===== config.mk =====
export PLATFORM = sky130hd
export DESIGN_NAME = trace_line_parser_flat
export DESIGN_NICKNAME = d
export VERILOG_FILES = /design/src/rtl/trace_pkg.sv /design/src/rtl/trace_line_parser_if.sv /design/src/rtl/trace_line_parser_decimal_accumulator.sv /design/src/rtl/trace_line_parser.sv /design/src/flat_wrapper.sv
export SDC_FILE = /design/constraint.sdc
export NUM_CORES = 1
export LEC_CHECK = 0
export ABC_AREA = 0
export CAP_MARGIN = 20
export CORE_UTILIZATION = 45
export CTS_CLUSTER_SIZE = 40
export DETAILED_ROUTE_END_ITERATION = 7
export GPL_TIMING_DRIVEN = 0
export HOLD_SLACK_MARGIN = 0.12
export PLACE_DENSITY = 0.75
export SETUP_SLACK_MARGIN = 0.02
export SLEW_MARGIN = 30
export SYNTH_ARGS = -nofsm -noshare
export SYNTH_HDL_FRONTEND = slang
export SYNTH_HIERARCHICAL = 1
export SYNTH_SLANG_ARGS = --single-unit

===== constraint.sdc =====
create_clock -name clock -period 4.1 [get_ports clock]
set_input_delay 1.025 -clock clock [delete_from_list [all_inputs] [get_ports clock]]
set_output_delay 1.025 -clock clock [all_outputs]
set_load 0.05 [all_outputs]

===== src/rtl/trace_pkg.sv =====
// Shared constants and types for the dut: trace line parser.
package trace_pkg;
    localparam logic [7:0] CH_D     = 8'h64;
    localparam logic [7:0] CH_U     = 8'h75;
    localparam logic [7:0] CH_T     = 8'h74;
    localparam logic [7:0] CH_COLON = 8'h3A;
    localparam logic [7:0] CH_SPACE = 8'h20;
    localparam logic [7:0] CH_NL    = 8'h0A;
    localparam logic [7:0] CH_0     = 8'h30;
    localparam logic [7:0] CH_9     = 8'h39;

    typedef enum logic [2:0] {PREFIX, SEP, DIGIT, EMIT, DISCARD} state_e;

    // Element 0 is the first expected character of "dut:".
    localparam logic [3:0][7:0] PREFIX_ROM = {CH_COLON, CH_T, CH_U, CH_D};

    function automatic logic is_digit(input logic [7:0] c);
        return (c >= CH_0) && (c <= CH_9);
    endfunction
endpackage


===== src/rtl/trace_line_parser_if.sv =====
// Byte-in / record-out handshake bundle of the trace line parser.
interface trace_line_parser_if #(parameter int W = 2);
    logic         io_in_valid;
    logic         io_in_ready;
    logic [7:0]   io_in_bits;
    logic         io_out_valid;
    logic         io_out_ready;
    logic [W-1:0] io_out_a;
    logic [W-1:0] io_out_b;
    logic [W-1:0] io_out_res;
    logic         io_out_mismatch;
    logic         io_err;

    modport slave (
        input  io_in_valid, io_in_bits, io_out_ready,
        output io_in_ready, io_out_valid, io_out_a, io_out_b, io_out_res,
               io_out_mismatch, io_err
    );
    modport master (
        output io_in_valid, io_in_bits, io_out_ready,
        input  io_in_ready, io_out_valid, io_out_a, io_out_b, io_out_res,
               io_out_mismatch, io_err
    );
endinterface


===== src/rtl/trace_line_parser_decimal_accumulator.sv =====
// Decimal digit accumulator with sticky range overflow and digit counting.
module decimal_accumulator #(
    parameter int W      = 2,
    parameter int MAXDIG = 3
) (
    input  logic         clock,
    input  logic         reset,
    input  logic         clear_i,
    input  logic         load_i,
    input  logic [3:0]   digit_i,
    output logic [W+3:0] value_o,
    output logic         overflow_o,
    output logic         too_many_digits_o
);
    localparam int CW = $clog2(MAXDIG + 2);
    localparam int AW = W + 8;

    logic [W+3:0]  val_q, val_d;
    logic          ovf_q, ovf_d;
    logic [CW-1:0] cnt_q, cnt_d;
    logic [AW-1:0] base, nxt;

    // clear together with load starts a fresh field at the loaded digit.
    always_comb begin
        val_d = val_q;
        ovf_d = ovf_q;
        cnt_d = cnt_q;
        base  = clear_i ? '0 : AW'(val_q);
        nxt   = base * AW'(10) + AW'(digit_i);
        if (load_i) begin
            val_d = nxt[W+3:0];
            // Overflow is sticky: more digits can only grow the value.
            ovf_d = (clear_i ? 1'b0 : ovf_q) | (nxt > AW'((1 << W) - 1));
            cnt_d = clear_i ? CW'(1) : ((cnt_q > CW'(MAXDIG)) ? cnt_q : cnt_q + CW'(1));
        end else if (clear_i) begin
            val_d = '0;
            ovf_d = 1'b0;
            cnt_d = '0;
        end
    end

    always_ff @(posedge clock or negedge reset) begin
        if (!reset) begin
            val_q <= '0;
            ovf_q <= 1'b0;
            cnt_q <= '0;
        end else begin
            val_q <= val_d;
            ovf_q <= ovf_d;
            cnt_q <= cnt_d;
        end
    end

    assign value_o           = val_q;
    assign overflow_o        = ovf_q;
    assign too_many_digits_o = cnt_q > CW'(MAXDIG);
endmodule


===== src/rtl/trace_line_parser.sv =====
// Parses "dut: a b out\n" trace lines into records and flags out != (a & b).
module trace_line_parser
    import trace_pkg::*;
#(
    parameter int W      = 2,
    parameter int MAXDIG = 3
) (
    input  logic                clock,
    input  logic                reset,
    trace_line_parser_if.slave  bus
);
    state_e       state_q, state_d;
    logic [1:0]   pidx_q, pidx_d;
    logic [1:0]   fidx_q, fidx_d;
    logic         sp_q, sp_d;
    logic [W-1:0] a_q, a_d, b_q, b_d, res_q, res_d;
    logic         mm_q, mm_d;
    logic         err_q, err_d;

    logic         in_ready, fire, bad, field_ok;
    logic [7:0]   ch, dsub;
    logic         acc_clr, acc_ld, acc_ovf, acc_many;
    logic [W+3:0] acc_val;

    assign ch       = bus.io_in_bits;
    assign dsub     = ch - CH_0;
    assign in_ready = (state_q != EMIT);
    assign fire     = bus.io_in_valid && in_ready;
    assign field_ok = !acc_ovf && !acc_many;

    decimal_accumulator #(.W(W), .MAXDIG(MAXDIG)) u_acc (
        .clock             (clock),
        .reset             (reset),
        .clear_i           (acc_clr),
        .load_i            (acc_ld),
        .digit_i           (dsub[3:0]),
        .value_o           (acc_val),
        .overflow_o        (acc_ovf),
        .too_many_digits_o (acc_many)
    );

    always_comb begin
        state_d = state_q;
        pidx_d  = pidx_q;
        fidx_d  = fidx_q;
        sp_d    = sp_q;
        a_d     = a_q;
        b_d     = b_q;
        res_d   = res_q;
        mm_d    = mm_q;
        err_d   = 1'b0;
        acc_clr = 1'b0;
        acc_ld  = 1'b0;
        bad     = 1'b0;
        case (state_q)
            PREFIX: if (fire) begin
                if (ch == PREFIX_ROM[pidx_q]) begin
                    pidx_d = pidx_q + 2'd1;
                    if (pidx_q == 2'd3) begin
                        state_d = SEP;
                        fidx_d  = 2'd0;
                        sp_d    = 1'b0;
                    end
                end else if (!(ch == CH_NL && pidx_q == 2'd0)) begin
                    bad = 1'b1;
                end
            end
            SEP: if (fire) begin
                if (ch == CH_SPACE) begin
                    sp_d = 1'b1;
                end else if (is_digit(ch) && sp_q) begin
                    state_d = DIGIT;
                    acc_clr = 1'b1;
                    acc_ld  = 1'b1;
                end else begin
                    bad = 1'b1;
                end
            end
            DIGIT: if (fire) begin
                if (is_digit(ch)) begin
                    acc_ld = 1'b1;
                end else if (ch == CH_SPACE && fidx_q < 2'd2 && field_ok) begin
                    if (fidx_q == 2'd0) a_d = acc_val[W-1:0];
                    else                b_d = acc_val[W-1:0];
                    fidx_d  = fidx_q + 2'd1;
                    // The closing space already separates the next field.
                    sp_d    = 1'b1;
                    state_d = SEP;
                end else if (ch == CH_NL && fidx_q == 2'd2 && field_ok) begin
                    res_d   = acc_val[W-1:0];
                    mm_d    = acc_val[W-1:0] != (a_q & b_q);
                    state_d = EMIT;
                end else begin
                    bad = 1'b1;
                end
            end
            EMIT: if (bus.io_out_ready) begin
                state_d = PREFIX;
                pidx_d  = 2'd0;
            end
            DISCARD: if (fire && ch == CH_NL) begin
                state_d = PREFIX;
                pidx_d  = 2'd0;
            end
            default: state_d = PREFIX;
        endcase
        if (bad) begin
            err_d   = 1'b1;
            pidx_d  = 2'd0;
            state_d = (ch == CH_NL) ? PREFIX : DISCARD;
        end
    end

    always_ff @(posedge clock or negedge reset) begin
        if (!reset) begin
            state_q <= PREFIX;
            pidx_q  <= '0;
            fidx_q  <= '0;
            sp_q    <= 1'b0;
            a_q     <= '0;
            b_q     <= '0;
            res_q   <= '0;
            mm_q    <= 1'b0;
            err_q   <= 1'b0;
        end else begin
            state_q <= state_d;
            pidx_q  <= pidx_d;
            fidx_q  <= fidx_d;
            sp_q    <= sp_d;
            a_q     <= a_d;
            b_q     <= b_d;
            res_q   <= res_d;
            mm_q    <= mm_d;
            err_q   <= err_d;
        end
    end

    assign bus.io_in_ready     = in_ready;
    assign bus.io_out_valid    = (state_q == EMIT);
    assign bus.io_out_a        = a_q;
    assign bus.io_out_b        = b_q;
    assign bus.io_out_res      = res_q;
    assign bus.io_out_mismatch = mm_q;
    assign bus.io_err          = err_q;
endmodule


===== src/flat_wrapper.sv =====
// flat-port wrapper written by rule: the top's interface ports become plain ports
module trace_line_parser_flat import trace_pkg::*;
#(
    parameter int W      = 2,
    parameter int MAXDIG = 3
)
  (clock, reset, bus_io_in_valid, bus_io_in_bits, bus_io_out_ready, bus_io_in_ready, bus_io_out_valid, bus_io_out_a, bus_io_out_b, bus_io_out_res, bus_io_out_mismatch, bus_io_err);
  trace_line_parser_if #(.W(W)) bus_i ();
  input  logic clock;
  input  logic reset;
  input wire logic [$bits(bus_i.io_in_valid)-1:0] bus_io_in_valid;
  input wire logic [$bits(bus_i.io_in_bits)-1:0] bus_io_in_bits;
  input wire logic [$bits(bus_i.io_out_ready)-1:0] bus_io_out_ready;
  output wire logic [$bits(bus_i.io_in_ready)-1:0] bus_io_in_ready;
  output wire logic [$bits(bus_i.io_out_valid)-1:0] bus_io_out_valid;
  output wire logic [$bits(bus_i.io_out_a)-1:0] bus_io_out_a;
  output wire logic [$bits(bus_i.io_out_b)-1:0] bus_io_out_b;
  output wire logic [$bits(bus_i.io_out_res)-1:0] bus_io_out_res;
  output wire logic [$bits(bus_i.io_out_mismatch)-1:0] bus_io_out_mismatch;
  output wire logic [$bits(bus_i.io_err)-1:0] bus_io_err;
  assign bus_i.io_in_valid = bus_io_in_valid;
  assign bus_i.io_in_bits = bus_io_in_bits;
  assign bus_i.io_out_ready = bus_io_out_ready;
  assign bus_io_in_ready = bus_i.io_in_ready;
  assign bus_io_out_valid = bus_i.io_out_valid;
  assign bus_io_out_a = bus_i.io_out_a;
  assign bus_io_out_b = bus_i.io_out_b;
  assign bus_io_out_res = bus_i.io_out_res;
  assign bus_io_out_mismatch = bus_i.io_out_mismatch;
  assign bus_io_err = bus_i.io_err;
  trace_line_parser #(.W(W), .MAXDIG(MAXDIG)) u_core (.clock(clock), .reset(reset), .bus(bus_i));
endmodule

==> results.sh <==
export IMPL_outcome="finished with violations"
export IMPL_violations="DRC"
export IMPL_antenna_found_initial=0
export IMPL_via_per_inst=5.752
export IMPL_dr_pass1_iters=6
export IMPL_slew_violations=0
export IMPL_syn2layout_area_growth_pct=23.86
export IMPL_drive_gt1_frac=0.2509
export IMPL_fin_cells=327
export IMPL_grt_pass1_wl_um=8666
export IMPL_yosys_area_share_adder=0.1075
export IMPL_ys_top_cells_by_area="dfrtp_1, ha_1, mux2_2"
export IMPL_endpoint_kind="flop"
export IMPL_muxShareOfSynthArea=0.05257
export IMPL_numCtsBuffers=3
export IMPL_synthCells=237
export IMPL_row_count=24
export IMPL_port_buffers=21
export IMPL_synthesis_area_um2=2118
export IMPL_maxSlewHeadroom=0.6098
export IMPL_fin_area_um2=2624
export IMPL_place_worst_setup_slack_ns=-0.8739
export IMPL_critPathLaunchType="primary input"
export IMPL_netlist_top_cell_by_area="dfrtp_1"
export IMPL_maxCapViolCount=0
export IMPL_insertion_delay_ns=0.28
export IMPL_ys_ff_latch=26
export IMPL_total_power_uw=1478
export IMPL_drt_iter0_drc=171
export IMPL_finalCritPeriodShare=0.9680
export IMPL_synth_warnings=6
export IMPL_vias=1881
export IMPL_seq_area_frac_synth=0.3071
export IMPL_multiInputGateArea_um2=1456
export IMPL_max_freq_ghz=0.2520
export IMPL_grtUsageTotal=0.2133
export IMPL_path_class="in -> reg"
export IMPL_synth_top_area_frac=0.3071
export IMPL_fin_setup_tns_ns=0
export IMPL_clock_sinks=26
export IMPL_die_x_um=70.61
export IMPL_final_hold_viol_count=0
export IMPL_grt_max_degree=27
export IMPL_avgSynthCellArea_um2=8.938
export IMPL_ys_flop_type="dfrtp_1"
export IMPL_crit_required_ns=4.26
export IMPL_min_path_type="reg -> reg"
export IMPL_nFillCells=385
export IMPL_ys_types=62
export IMPL_dp_hpwl_um=3568
export IMPL_path_clk_slew_ns=0.10
export IMPL_path_cells="buf_2 -> nor3b_4 -> nand3_2 -> nor2_4 -> nor2b_4 -> ha_4 -> ha_2 -> inv_2 -> fa_2 -> or4_4 -> or4b_4 -> a211oi_4 -> o31ai_2"
export IMPL_post_dp_cell_area_um2=2410
export IMPL_antennaDiodeCount=0
export IMPL_cts_root_buf="clkbuf_8"
export IMPL_postSynth_asyncResetShare=1.000
export IMPL_final_nets=305
export IMPL_initial_core_util=0.4766
export IMPL_synth_xor_area_frac=0.05375
export IMPL_holdBufCountCts=0
export IMPL_layout_setup_ws_ns=0.1313
export IMPL_fin_skew_ns=0.007164
export IMPL_io_pins=22
export IMPL_seq_area_um2=650.6
export IMPL_synth_edf_count=0
export IMPL_rsz0062_at_grt="false"
export IMPL_max_vdd_ir_drop_v=0.0003838
export IMPL_cts_path_max_buffers=2
export IMPL_powerDensity_nw_per_um2=563.5
export IMPL_placeableCoreArea_um2=4444
export IMPL_die_y_um=70.61
export IMPL_p_leak_uw=0.001126
export IMPL_cp_max_fo=4
export IMPL_min_period_ns=3.969
export IMPL_routed_wl_um=4896
export IMPL_synth_common_cells="dfrtp_1, nor2_1, a21oi_1"
export IMPL_ant_nets=0
export IMPL_htree_levels=1
export IMPL_slowest_stage="or4b_4"
export IMPL_finalSetupViolations=0
export IMPL_design_die_area_um2=4986
export IMPL_synth_top_family_by_area="simple AND/OR/NAND/NOR gates"
export IMPL_dp_cells=310
export IMPL_syn_num_nets=266
export IMPL_tightest_slew_ns=0.5853
export IMPL_grt_pass1_vias=1881
export IMPL_wire_per_inst_um=14.97
export IMPL_overflow=0
export IMPL_gp_congestion=0.8132
export IMPL_synth_simple_gate_area_frac=0.2563
export IMPL_drc=2
export IMPL_arrival_ns=4.13
export IMPL_synth_compound_area_share=0.1754
export IMPL_cts_tree="done"
export IMPL_cpPeakStageDelay_ns=0.54
-- what timing repair did --
action	in CTS	in global routing
endpoints found under the setup margin	1	1
gates resized for setup	35	10
buffers inserted	11	3
pin swaps	8	9
-- flip-flops by register name, summed over array words and instances, names as in the netlist --
| signal | count |
|---|---|
| u_core/pidx_q | 2 |
| u_core/u_acc/value_o | 6 |
| u_core/state_q | 3 |
| u_core/bus.io_out_mismatch | 1 |
| u_core/bus.io_out_res | 2 |
| u_core/u_acc/overflow_o | 1 |
| u_core/u_acc/cnt_q | 3 |
| u_core/bus.io_out_a | 2 |
| u_core/sp_q | 1 |
| u_core/bus.io_err | 1 |
| u_core/fidx_q | 2 |
| u_core/bus.io_out_b | 2 |
-- per-layer routing --
metal / up-vias / wire (um) / part of all wire / track usage
li1: 928 / - / - / -
met1: 899 / 2289 / 0.47 / 0.2770
met2: 46 / 2365 / 0.48 / 0.3883
met3: 8 / 200 / 0.041 / 0.03134
met4: 0 / 40 / 0.0082 / 0.02889
met5: - / 0 / 0 / 0
-- cell families after synthesis --
logic type	Yosys count
compound gates	54
xor+xnor	13
mux	10
fa+ha+maj	17
simple gates	94
flops	26
buf+inv	23
-- critical path, delay by kind of cell --
family          cells  cell delay (ns)
compound gates      2             0.33
simple gates        6             1.73
fa+ha+maj           3             0.86
buf+inv             2             0.18
-- power breakdown --
group	switching, uW	total, uW	internal [uW]	leakage [uW]
clock network	87.0	218	131	0.0000357
registers	56.0	373	317	0.000344
logic	493	888	395	0.000746
-- path summary, 6_finish.rpt --
kind	startpoint	slack [ns]	end	depth (start not counted)
worst max-delay path	bus_io_in_bits[7]	0.13	u_core/u_acc/overflow_o	13
worst min-delay path	u_core/fidx_q[0]	0.51	u_core/fidx_q[0]	1
worst max register to register	u_core/state_q[1]	0.27	u_core/u_acc/overflow_o	14
worst min register to register	u_core/fidx_q[0]	0.51	u_core/fidx_q[0]	1
max in group asynchronous	reset	2.98	u_core/u_acc/value_o[5]	1
min in group asynchronous	reset	0.73	u_core/state_q[0]	1
-- layout make-up --
| type | count | area share |
|---|---|---|
| sequential | 26 | 0.2480 |
| clock buffer | 3 | 0.01574 |
| inverter | 17 | 0.02432 |
| tap | 52 | 0.02480 |
| multi-input combinational | 188 | 0.5551 |
| timing repair buffer | 35 | 0.1059 |
| buffer | 5 | 0.01478 |
| clock inverter | 1 | 0.01144 |
-- layout by cell type (no fill, tap or decap), types with 4 or more instances in the layout --
master / count
clkdlybuf4s50_1: 12
nor2b_1: 4
xor2_1: 6
xnor2_1: 7
nand4_1: 7
inv_1: 14
ha_1: 13
o21ai_0: 8
a21oi_1: 18
dfrtp_1: 26
nand3_1: 5
buf_2: 7
nor2_1: 25
mux2_2: 9
nand3b_1: 4
nand2_1: 16
buf_4: 14
-- metrics by stage --
step	hold WS, ns	utilization
final	0.5068	0.5904
after global routing	0.5343	0.5904
after CTS	0.5190	0.5909
after detailed placement	0.4976	0.5422
after global placement	0.4868	0.5434
after floorplan	0.4568	-
Power figures use the tool's default switching activity.
